[config.mk]
export PLATFORM = sky130hd
export DESIGN_NAME = shmem_rr_arbiter
export DESIGN_NICKNAME = d
export VERILOG_FILES = /design/src/rtl/shmem_arb_pkg.sv /design/src/rtl/shmem_rr_arbiter_rr_pick.sv /design/src/rtl/shmem_rr_arbiter.sv
export SDC_FILE = /design/constraint.sdc
export NUM_CORES = 1
export LEC_CHECK = 0
export ABC_AREA = 1
export CAP_MARGIN = 30
export CORE_MARGIN = 2
export CORE_UTILIZATION = 36
export CTS_BUF_LIST = sky130_fd_sc_hd__clkbuf_4 sky130_fd_sc_hd__clkbuf_8
export DETAILED_ROUTE_END_ITERATION = 10
export PLACE_DENSITY = 0.8
export SETUP_SLACK_MARGIN = 0.1
export SLEW_MARGIN = 30
export SYNTH_ARGS = -nofsm -noshare
export SYNTH_HDL_FRONTEND = slang
export SYNTH_HIERARCHICAL = 1
export SYNTH_SLANG_ARGS = --single-unit
export TNS_END_PERCENT = 5
[constraint.sdc]
create_clock -name clk -period 2.8 [get_ports clk]
set_clock_uncertainty 0.2 [all_clocks]
set_input_delay 0.7 -clock clk [delete_from_list [all_inputs] [get_ports clk]]
set_output_delay 0.7 -clock clk [all_outputs]
set_load 0.01 [all_outputs]
[src/rtl/shmem_arb_pkg.sv]
// Shared constants and the rotate-and-priority-encode helper for the
// shared-memory round-robin arbiters.
package shmem_arb_pkg;

  localparam int NUM_REQ    = 4;
  localparam int FIFO_WIDTH = 32;
  localparam int IDX_W      = 2;
  localparam int GNT_CNT_W  = 16;

  // Upper bound on requesters the generic picker can handle.
  localparam int PICK_MAX   = 64;
  localparam int PICK_IDX_W = 6;

  typedef struct packed {
    logic                  found;
    logic [PICK_IDX_W-1:0] idx;
  } pick_t;

  // First set bit of req[0..n-1] at or after ptr, wrapping. Iterating from the
  // far end lets the closest-to-ptr hit overwrite the others.
  function automatic pick_t rr_pick_fn(input logic [PICK_MAX-1:0]   req,
                                       input logic [PICK_IDX_W-1:0] ptr,
                                       input int                    n);
    pick_t r;
    int    k;
    r = '0;
    for (int i = PICK_MAX - 1; i >= 0; i--) begin
      if (i < n) begin
        k = int'(ptr) + i;
        if (k >= n) k = k - n;
        if (req[k[PICK_IDX_W-1:0]]) begin
          r.found = 1'b1;
          r.idx   = k[PICK_IDX_W-1:0];
        end
      end
    end
    return r;
  endfunction

endpackage

[src/rtl/shmem_rr_arbiter_rr_pick.sv]
// Combinational round-robin pick: first requester at or after ptr.
module rr_pick
  import shmem_arb_pkg::*;
#(
  parameter int NUM_REQ = shmem_arb_pkg::NUM_REQ,
  parameter int IDX_W   = shmem_arb_pkg::IDX_W
) (
  input  logic [NUM_REQ-1:0] req,
  input  logic [IDX_W-1:0]   ptr,
  output logic               found,
  output logic [IDX_W-1:0]   idx
);

  pick_t pick;

  assign pick  = rr_pick_fn(PICK_MAX'(req), PICK_IDX_W'(ptr), NUM_REQ);
  assign found = pick.found;
  assign idx   = IDX_W'(pick.idx);

endmodule

[src/rtl/shmem_rr_arbiter.sv]
// Round-robin arbiter sharing the single shared-memory request port among
// NUM_REQ request FIFOs; one pop per cycle, word presented one cycle later.
module shmem_rr_arbiter
  import shmem_arb_pkg::*;
#(
  parameter int NUM_REQ    = shmem_arb_pkg::NUM_REQ,
  parameter int FIFO_WIDTH = shmem_arb_pkg::FIFO_WIDTH,
  parameter int IDX_W      = shmem_arb_pkg::IDX_W
) (
  input  logic                          clk,
  input  logic                          rst_n,
  input  logic [NUM_REQ-1:0]            fifo_req,
  input  logic [NUM_REQ*FIFO_WIDTH-1:0] fifo_rd_data,
  output logic [NUM_REQ-1:0]            fifo_rd_en,
  output logic                          mem_valid,
  input  logic                          mem_ready,
  output logic [FIFO_WIDTH-1:0]         mem_data,
  output logic [IDX_W-1:0]              mem_src,
  output logic [GNT_CNT_W-1:0]          gnt_count
);

  logic [IDX_W-1:0]     ptr_q, ptr_d;
  logic [IDX_W-1:0]     s1_src_q, s1_src_d;
  logic                 s1_valid_q, s1_valid_d;
  logic [GNT_CNT_W-1:0] gnt_q, gnt_d;

  logic                 win_found;
  logic [IDX_W-1:0]     win_idx;
  logic                 adv, issue, xfer;
  logic [FIFO_WIDTH-1:0] slice [NUM_REQ];

  rr_pick #(.NUM_REQ(NUM_REQ), .IDX_W(IDX_W)) u_pick (
    .req   (fifo_req),
    .ptr   (ptr_q),
    .found (win_found),
    .idx   (win_idx)
  );

  // The output stage is free when empty or draining this cycle.
  assign adv   = !s1_valid_q || mem_ready;
  assign issue = adv && win_found;
  assign xfer  = s1_valid_q && mem_ready;

  always_comb begin
    fifo_rd_en = '0;
    if (issue && rst_n) fifo_rd_en[win_idx] = 1'b1;
  end

  always_comb begin
    ptr_d      = ptr_q;
    s1_valid_d = s1_valid_q;
    s1_src_d   = s1_src_q;
    gnt_d      = gnt_q;
    if (adv) begin
      s1_valid_d = win_found;
      if (win_found) begin
        s1_src_d = win_idx;
        ptr_d    = (win_idx == IDX_W'(NUM_REQ - 1)) ? '0 : win_idx + 1'b1;
      end
    end
    if (xfer && (gnt_q != '1)) gnt_d = gnt_q + 1'b1;
  end

  always_ff @(posedge clk) begin
    if (!rst_n) begin
      ptr_q      <= '0;
      s1_valid_q <= 1'b0;
      s1_src_q   <= '0;
      gnt_q      <= '0;
    end else begin
      ptr_q      <= ptr_d;
      s1_valid_q <= s1_valid_d;
      s1_src_q   <= s1_src_d;
      gnt_q      <= gnt_d;
    end
  end

  // FIFO read_data is registered and held while stalled, so a plain mux suffices.
  for (genvar g = 0; g < NUM_REQ; g++) begin : g_slice
    assign slice[g] = fifo_rd_data[g*FIFO_WIDTH +: FIFO_WIDTH];
  end

  assign mem_valid = s1_valid_q;
  assign mem_src   = s1_src_q;
  assign mem_data  = s1_valid_q ? slice[s1_src_q] : '0;
  assign gnt_count = gnt_q;

endmodule
==> flow_metrics.tcl, run 1 <==
set metrics [dict create \
    status "finished with violations" \
    violations "setup timing" \
    yosys-top-cells-area "nor2_1 (22%), dfxtp_1 (16%), o21ai_0 (13%)" \
    hold_class "register to register" \
    postSynth.asyncResetShare_pct 0 \
    path_depth 13 \
    grt_pass1_wl_mm 18.6 \
    grt_pass1_vias 3765 \
    synth_warnings 6 \
    dp_slack_ps -930 \
    place_congestion 0.900 \
    cts_buffer_depth 2 \
    grt_max_degree 45 \
    r2r_end "mem_src[0]$_SDFFE_PN0P_" \
    die_y_microns 90.3 \
    whs_ps 312 \
    r2r_cells 12 \
    numCtsBuffers 3 \
    max_stage_delay_ps 390 \
    p_leak_nw 2.04 \
    drt-total-wl_mm 11.8 \
    maxSlewViolCount 0 \
    rows 31 \
    vdd_drop_max_mv 0.971 \
    clock_sinks 21 \
    cts_tree "built" \
    path_clk_slew_ps 80 \
    drtAntennaViolNets 0 \
    slew_headroom_pct 74.9 \
    hold_start "gnt_count[8]$_SDFFE_PN0P_" \
    diodes 0 \
    finalWorstSetupSlack_ps -219 \
    worstHoldEndpoint "gnt_count[8]$_SDFFE_PN0P_" \
    final-hold-violation-count 0 \
    setup_viol 4 \
    cts-root-buf "clkbuf_8" \
    synthCells 494 \
    io-pin-count 190 \
    crit_chain "inv_6 -> ha_4 -> inv_2 -> nor2_1 -> nor2_2 -> buf_4 -> nor2_2 -> nand3_1 -> nand2_2 -> inv_2 -> nand2_4 -> nor2_1 -> buf_2" \
    via_per_inst 5.03 \
    synthToLayoutAreaGrowth_pct 82.1 \
    synth_top_area_share_pct 21.8 \
    crit_buf_inv 5 \
    layout.cells.non_filler 783 \
    ys_seq_area_share_pct 15.7 \
    core_sq_mm 0.00725 \
    netlist_area_sq_mm 0.00268 \
    path_class "register to primary output" \
    h-tree-depth 1 \
    die_w_microns 90.3 \
    grtUsageTotal_pct 27.0 \
    layout-drive-gt1-share_pct 22.1 \
    synth_ff_type "dfxtp_1" \
    synth.distinct_cells 32 \
    crit_arrival_ps 2120 \
    dp_hpwl_mm 8.42 \
    antenna_found_initial 0 \
    die_area_sq_mm 0.00816 \
    grt_overflow_total 0 \
    rsz0062_at_grt "true" \
    worstMarginPinSlew_ps 377 \
    startpoint "ptr_q[0]$_SDFFE_PN0P_" \
    vias 3937 \
    crit_fanout 4 \
    finalCriticalPeriod_ps 3020 \
    drv_cap 0 \
    powerDensity_mw_per_mm2 712 \
    synth_area_leader_cell "nor2_1" \
    crit_path_end_kind "primary output" \
    clkLatencyLatePin_ps 260 \
    cp-start-kind "register" \
    synth_enable_flop_cells 0 \
    path_delay_family "simple AND/OR/NAND/NOR gates" \
    synth_seq_cells 21 \
    slowest_stage "dfxtp_4" \
    start_util_pct 37.0 \
    r2r-start "ptr_q[0]$_SDFFE_PN0P_" \
    r2r_slack_ps 570 \
    required_ps 1900 \
    fin_nets 830 \
    fmax_ghz 0.331 \
    route.detailed.drc 0 \
    syn-num-nets 639 \
    drtIter0Drc 240 \
    syn_avg_cell_area_sq_um 5.43 \
    wl_per_cell_microns 15.1 \
    fin_setup_tns_ps -843 \
    dr.pass1.iters 5 \
    dp_cells 771 \
    io_buffers 189 \
    whs_path_depth 2 \
    finalCritPeriodShare_pct 108 \
]
==> layer usage <==
layer / share of wire (%) / vias up / global-route usage, %
li1: - / 1957 / -
met1: 40 / 1798 / 32.4
met2: 51 / 154 / 49.1
met3: 6.2 / 28 / 4.34
met4: 2.6 / 0 / 8.08
met5: 0 / - / 0
==> how the worst max path moves through the flow <==
stage	slack, ps	to
after floorplan	90	fifo_rd_en[2]
after global placement	-820	fifo_rd_en[3]
after detailed placement	-930	fifo_rd_en[1]
after CTS	-160	fifo_rd_en[1]
after global routing	-310	fifo_rd_en[2]
final	-220	fifo_rd_en[2]
==> cell type report <==
class                   instances  area [sq um]
inverters                      41           164
clock inverters                 1          5.00
well taps                      99           124
multi-input cells             405          2160
flip-flops and latches         21           427
repair buffers                213          1960
clock buffers                   3          41.3
fillers                       649          2370
==> layout by cell type (no fill, tap or decap), drive strengths merged, types with 2 or more instances in the layout <==
cell / count
clkdlybuf4s15: 2
ha: 10
nand2: 79
o21ai: 69
clkdlybuf4s50: 149
buf: 46
nand4: 4
o21bai: 2
clkinv: 2
dfxtp: 21
nand3: 20
clkbuf: 19
xor2: 3
a21oi: 47
nor2: 166
inv: 40
==> worst reg2reg max path, delay by kind of cell, from the launching register on <==
family,cells,cell delay (ps)
adder cells (fa/ha/maj),1,290
AND/OR/NAND/NOR,6,660
flip-flops,1,390
AO/OA/AOI/OAI,1,180
buffers and inverters,4,410
==> metrics by stage <==
step | utilization (%) | cell area (sq um) | power, mW
2_1_floorplan | - | 2690 | 1.78
3_3_place_gp | 65.4 | 4740 | 2.82
3_5_place_dp | 65.4 | 4740 | 2.87
4_1_cts | 68.0 | 4930 | 3.30
5_1_grt | 67.4 | 4890 | 3.73
6_report | 67.4 | 4890 | 3.48
==> what timing repair did <==
action,4_1_cts,5_1_grt
gates resized for setup,151,62
hold buffers,0,0
endpoints found under the setup margin,36,34
pin swaps,21,28
setup buffers,7,1
==> synthesized netlist by cell type (2+ instances only) <==
master,n
nor2_1,156
nand3_2,2
buf_2,8
o21bai_1,2
nand2_1,67
nand2_2,6
nor2_2,6
ha_1,10
dfxtp_1,21
nor2_4,4
nand2_4,6
nand3_1,17
xor2_1,3
a21oi_1,44
inv_1,36
buf_1,3
o21ai_0,68
nand4_1,4
a21oi_2,3
inv_2,3
clkbuf_1,14
==> power breakdown <==
group          leakage, nW  total (mW)  internal [mW]  switching, mW
logic                 1.85        2.89           1.25           1.64
registers            0.172       0.383          0.338         0.0448
clock network       0.0255       0.202         0.0992          0.102
total                 2.04        3.48           1.69           1.79
==> sequential cells by signal (all words and copies together) (netlist names) <==
| signal | count |
|---|---|
| gnt_count | 16 |
| mem_src | 2 |
| ptr_q | 2 |
| mem_valid | 1 |
==> cells by family (layout without fill, tap and decap cells) <==
kind of cell             count (synthesis)  after routing  synth area share, %
XOR/XNOR                                 3              3                0.979
flip-flops                              21             21                 15.7
AND/OR/NAND/NOR                        271            271                 44.2
adder cells (fa/ha/maj)                 10             10                 4.66
AO/OA/AOI/OAI                          121            121                 23.7
buffers and inverters                   68            258                 10.8
Note: power is estimated with default switching activity, not from simulation.
==> run 2: changes to the inputs <==
CAP_MARGIN = unset   (was 30)
CTS_BUF_LIST = sky130_fd_sc_hd__clkbuf_16   (was sky130_fd_sc_hd__clkbuf_4 sky130_fd_sc_hd__clkbuf_8)
==> run 2 against run 1 <==
  * Design area rose by 1.8%
  * Power rose by 3.5%
  * Register-to-register slack improved by 90 ps
  * Sequential power barely moved
  * First-iteration DRC count fell by 24%
  * Combinational power barely moved
  * Cell count fell by 0.26%
  * Highest routed layer unchanged
  * Critical path type unchanged
  * Die area did not move
  * The run still ends with setup timing left
  * Hold slack got worse by 7.2 ps
  * Critical path depth rose by 1
  * Non-clock buffer count fell by 2
==> flow_metrics.tcl, run 2 (same netlist as run 1, synthesis figures left out) <==
set metrics [dict create \
    core_sq_mm 0.00725 \
    top_layer "met4" \
    p_int_mw 1.79 \
    fin_nets 828 \
    drv_cap 0 \
    largest_reg_flops 16 \
    slew_headroom_pct 74.3 \
    dp_hpwl_mm 8.42 \
    die_w_microns 90.3 \
    p_sw_share_pct 50.2 \
    crit_fanout 4 \
    multi_input_area_sq_mm 0.00221 \
    place_congestion 0.900 \
    grt_overflow_total 0 \
    crit_path_end_kind "primary output" \
    hold_buffers 0 \
    worstMarginPinSlew_ps 385 \
    grt_max_degree 45 \
    p_leak_nw 2.07 \
    finalCriticalPeriod_ps 2950 \
    met3_length_microns 719 \
    synthToLayoutAreaGrowth_pct 85.4 \
    cts_buffer_depth 2 \
    wirelength_met1_mm 4.70 \
    cts-root-buf "clkbuf_16" \
    cp-start-kind "register" \
    wl_per_cell_microns 15.0 \
    whs_ps 305 \
    finalWorstSetupSlack_ps -155 \
    path_class "register to primary output" \
    io-pin-count 190 \
    drtIter0Drc 182 \
    vdd_drop_max_mv 0.789 \
    layout_common_cells "nor2_1 (149), clkdlybuf4s50_1 (149), o21ai_0 (64)" \
    fmax_ghz 0.338 \
    h-tree-depth 1 \
    drtAntennaViolNets 0 \
    vias 3917 \
    die_area_sq_mm 0.00816 \
    final-hold-violation-count 0 \
    hold_class "register to register" \
    layout-drive-gt1-share_pct 22.4 \
    diodes 0 \
    seq_area_sq_um 427 \
    pwr-share-clk_pct 8.3 \
    antenna_found_initial 0 \
    setup_viol 4 \
    grtUsageTotal_pct 26.5 \
    fillers 630 \
    rsz0062_at_grt "true" \
    via_per_inst 5.02 \
    start_util_pct 37.0 \
    powerDensity_mw_per_mm2 724 \
    grt_pass1_wl_mm 18.3 \
    rows 31 \
    cts_tree "built" \
    dr.pass1.iters 4 \
    die_y_microns 90.3 \
    route.detailed.drc 0 \
    violations "setup timing" \
    p_switching_mw 1.81 \
    finalCritPeriodShare_pct 106 \
    clock_sinks 21 \
    grt_pass1_vias 3702 \
    p_seq_share_pct 10.6 \
    numCtsBuffers 3 \
    clkLatencyLatePin_ps 250 \
    wl_met2_mm 6.03 \
    drt-total-wl_mm 11.7 \
    p_comb_share_pct 81.0 \
    status "finished with violations" \
    power.total_mw 3.60 \
    crit_arrival_ps 2050 \
    io_buffers 189 \
    path_clk_slew_ps 60 \
    maxSlewViolCount 0 \
    required_ps 1900 \
]
==> run 2: metrics by stage <==
step / setup slack [ps] / util, % / instances / TNS (ps) / cell area (sq um)
2_1_floorplan: 88.6 / - / 494 / 0 / 2690
3_3_place_gp: -816 / 65.4 / 771 / -9390 / 4740
3_5_place_dp: -930 / 65.4 / 771 / -9930 / 4740
4_1_cts: -168 / 67.7 / 780 / -654 / 4910
5_1_grt: -232 / 68.6 / 781 / -889 / 4970
6_report: -155 / 68.6 / 781 / -534 / 4970
==> run 2: routing by layer <==
metal	track usage (%)	up-vias
met5	0	-
met4	7.31	0
met3	4.17	23
met2	48.4	157
met1	32.2	1788
li1	-	1949
==> run 2: area by class of cell <==
cell class / count / share of cell area (%)
clock buffers: 3 / 1.51
inverters: 41 / 3.50
clock inverters: 1 / 0.101
multi-input cells: 405 / 44.4
repair buffers: 211 / 39.4
flip-flops and latches: 21 / 8.58
well taps: 99 / 2.49
==> run 2: power by group through the flow <==
stage	sequential, mW	combinational [mW]	clock, mW
final	0.383	2.92	0.301
after global routing	0.388	3.16	0.315
after CTS	0.377	2.63	0.299
after detailed placement	0.380	2.49	0
after global placement	0.378	2.44	0
after floorplan	0.380	1.40	0
==> run 2: worst paths after layout <==
kind                                  start                         to  slack, ps  cells after the start
hold reg to reg   gnt_count[8]$_SDFFE_PN0P_  gnt_count[8]$_SDFFE_PN0P_        300                      2
setup reg to reg      ptr_q[0]$_SDFFE_PN0P_    mem_src[0]$_SDFFE_PN0P_        660                     12
hold / removal    gnt_count[8]$_SDFFE_PN0P_  gnt_count[8]$_SDFFE_PN0P_        300                      2
setup / recovery      ptr_q[0]$_SDFFE_PN0P_              fifo_rd_en[2]       -150                     14
==> run 2: timing repair <==
action / in CTS / in global routing
pin swaps: 15 / 33
gates cloned: 0 / 0
resized for setup: 136 / 92
setup buffers: 5 / 1
endpoints found under the setup margin: 36 / 33
==> run 2: worst max-delay path: stages (launching register included) <==
cell	delay [ps]
dfxtp_4	380
inv_6	50
ha_4	300
inv_4	60
nor2_2	150
nor2_2	50
nand2_1	80
nand2_1	80
nand2_2	90
nand2_4	90
inv_4	90
ha_4	120
inv_2	30
nor2_2	90
buf_2	130
==> run 3: changes to the inputs <==
ABC_CLOCK_PERIOD_IN_PS = 2800   (was unset)
==> results of run 3 <==
Same layout as run 2: the final DEF is identical, and so are final timing and power.
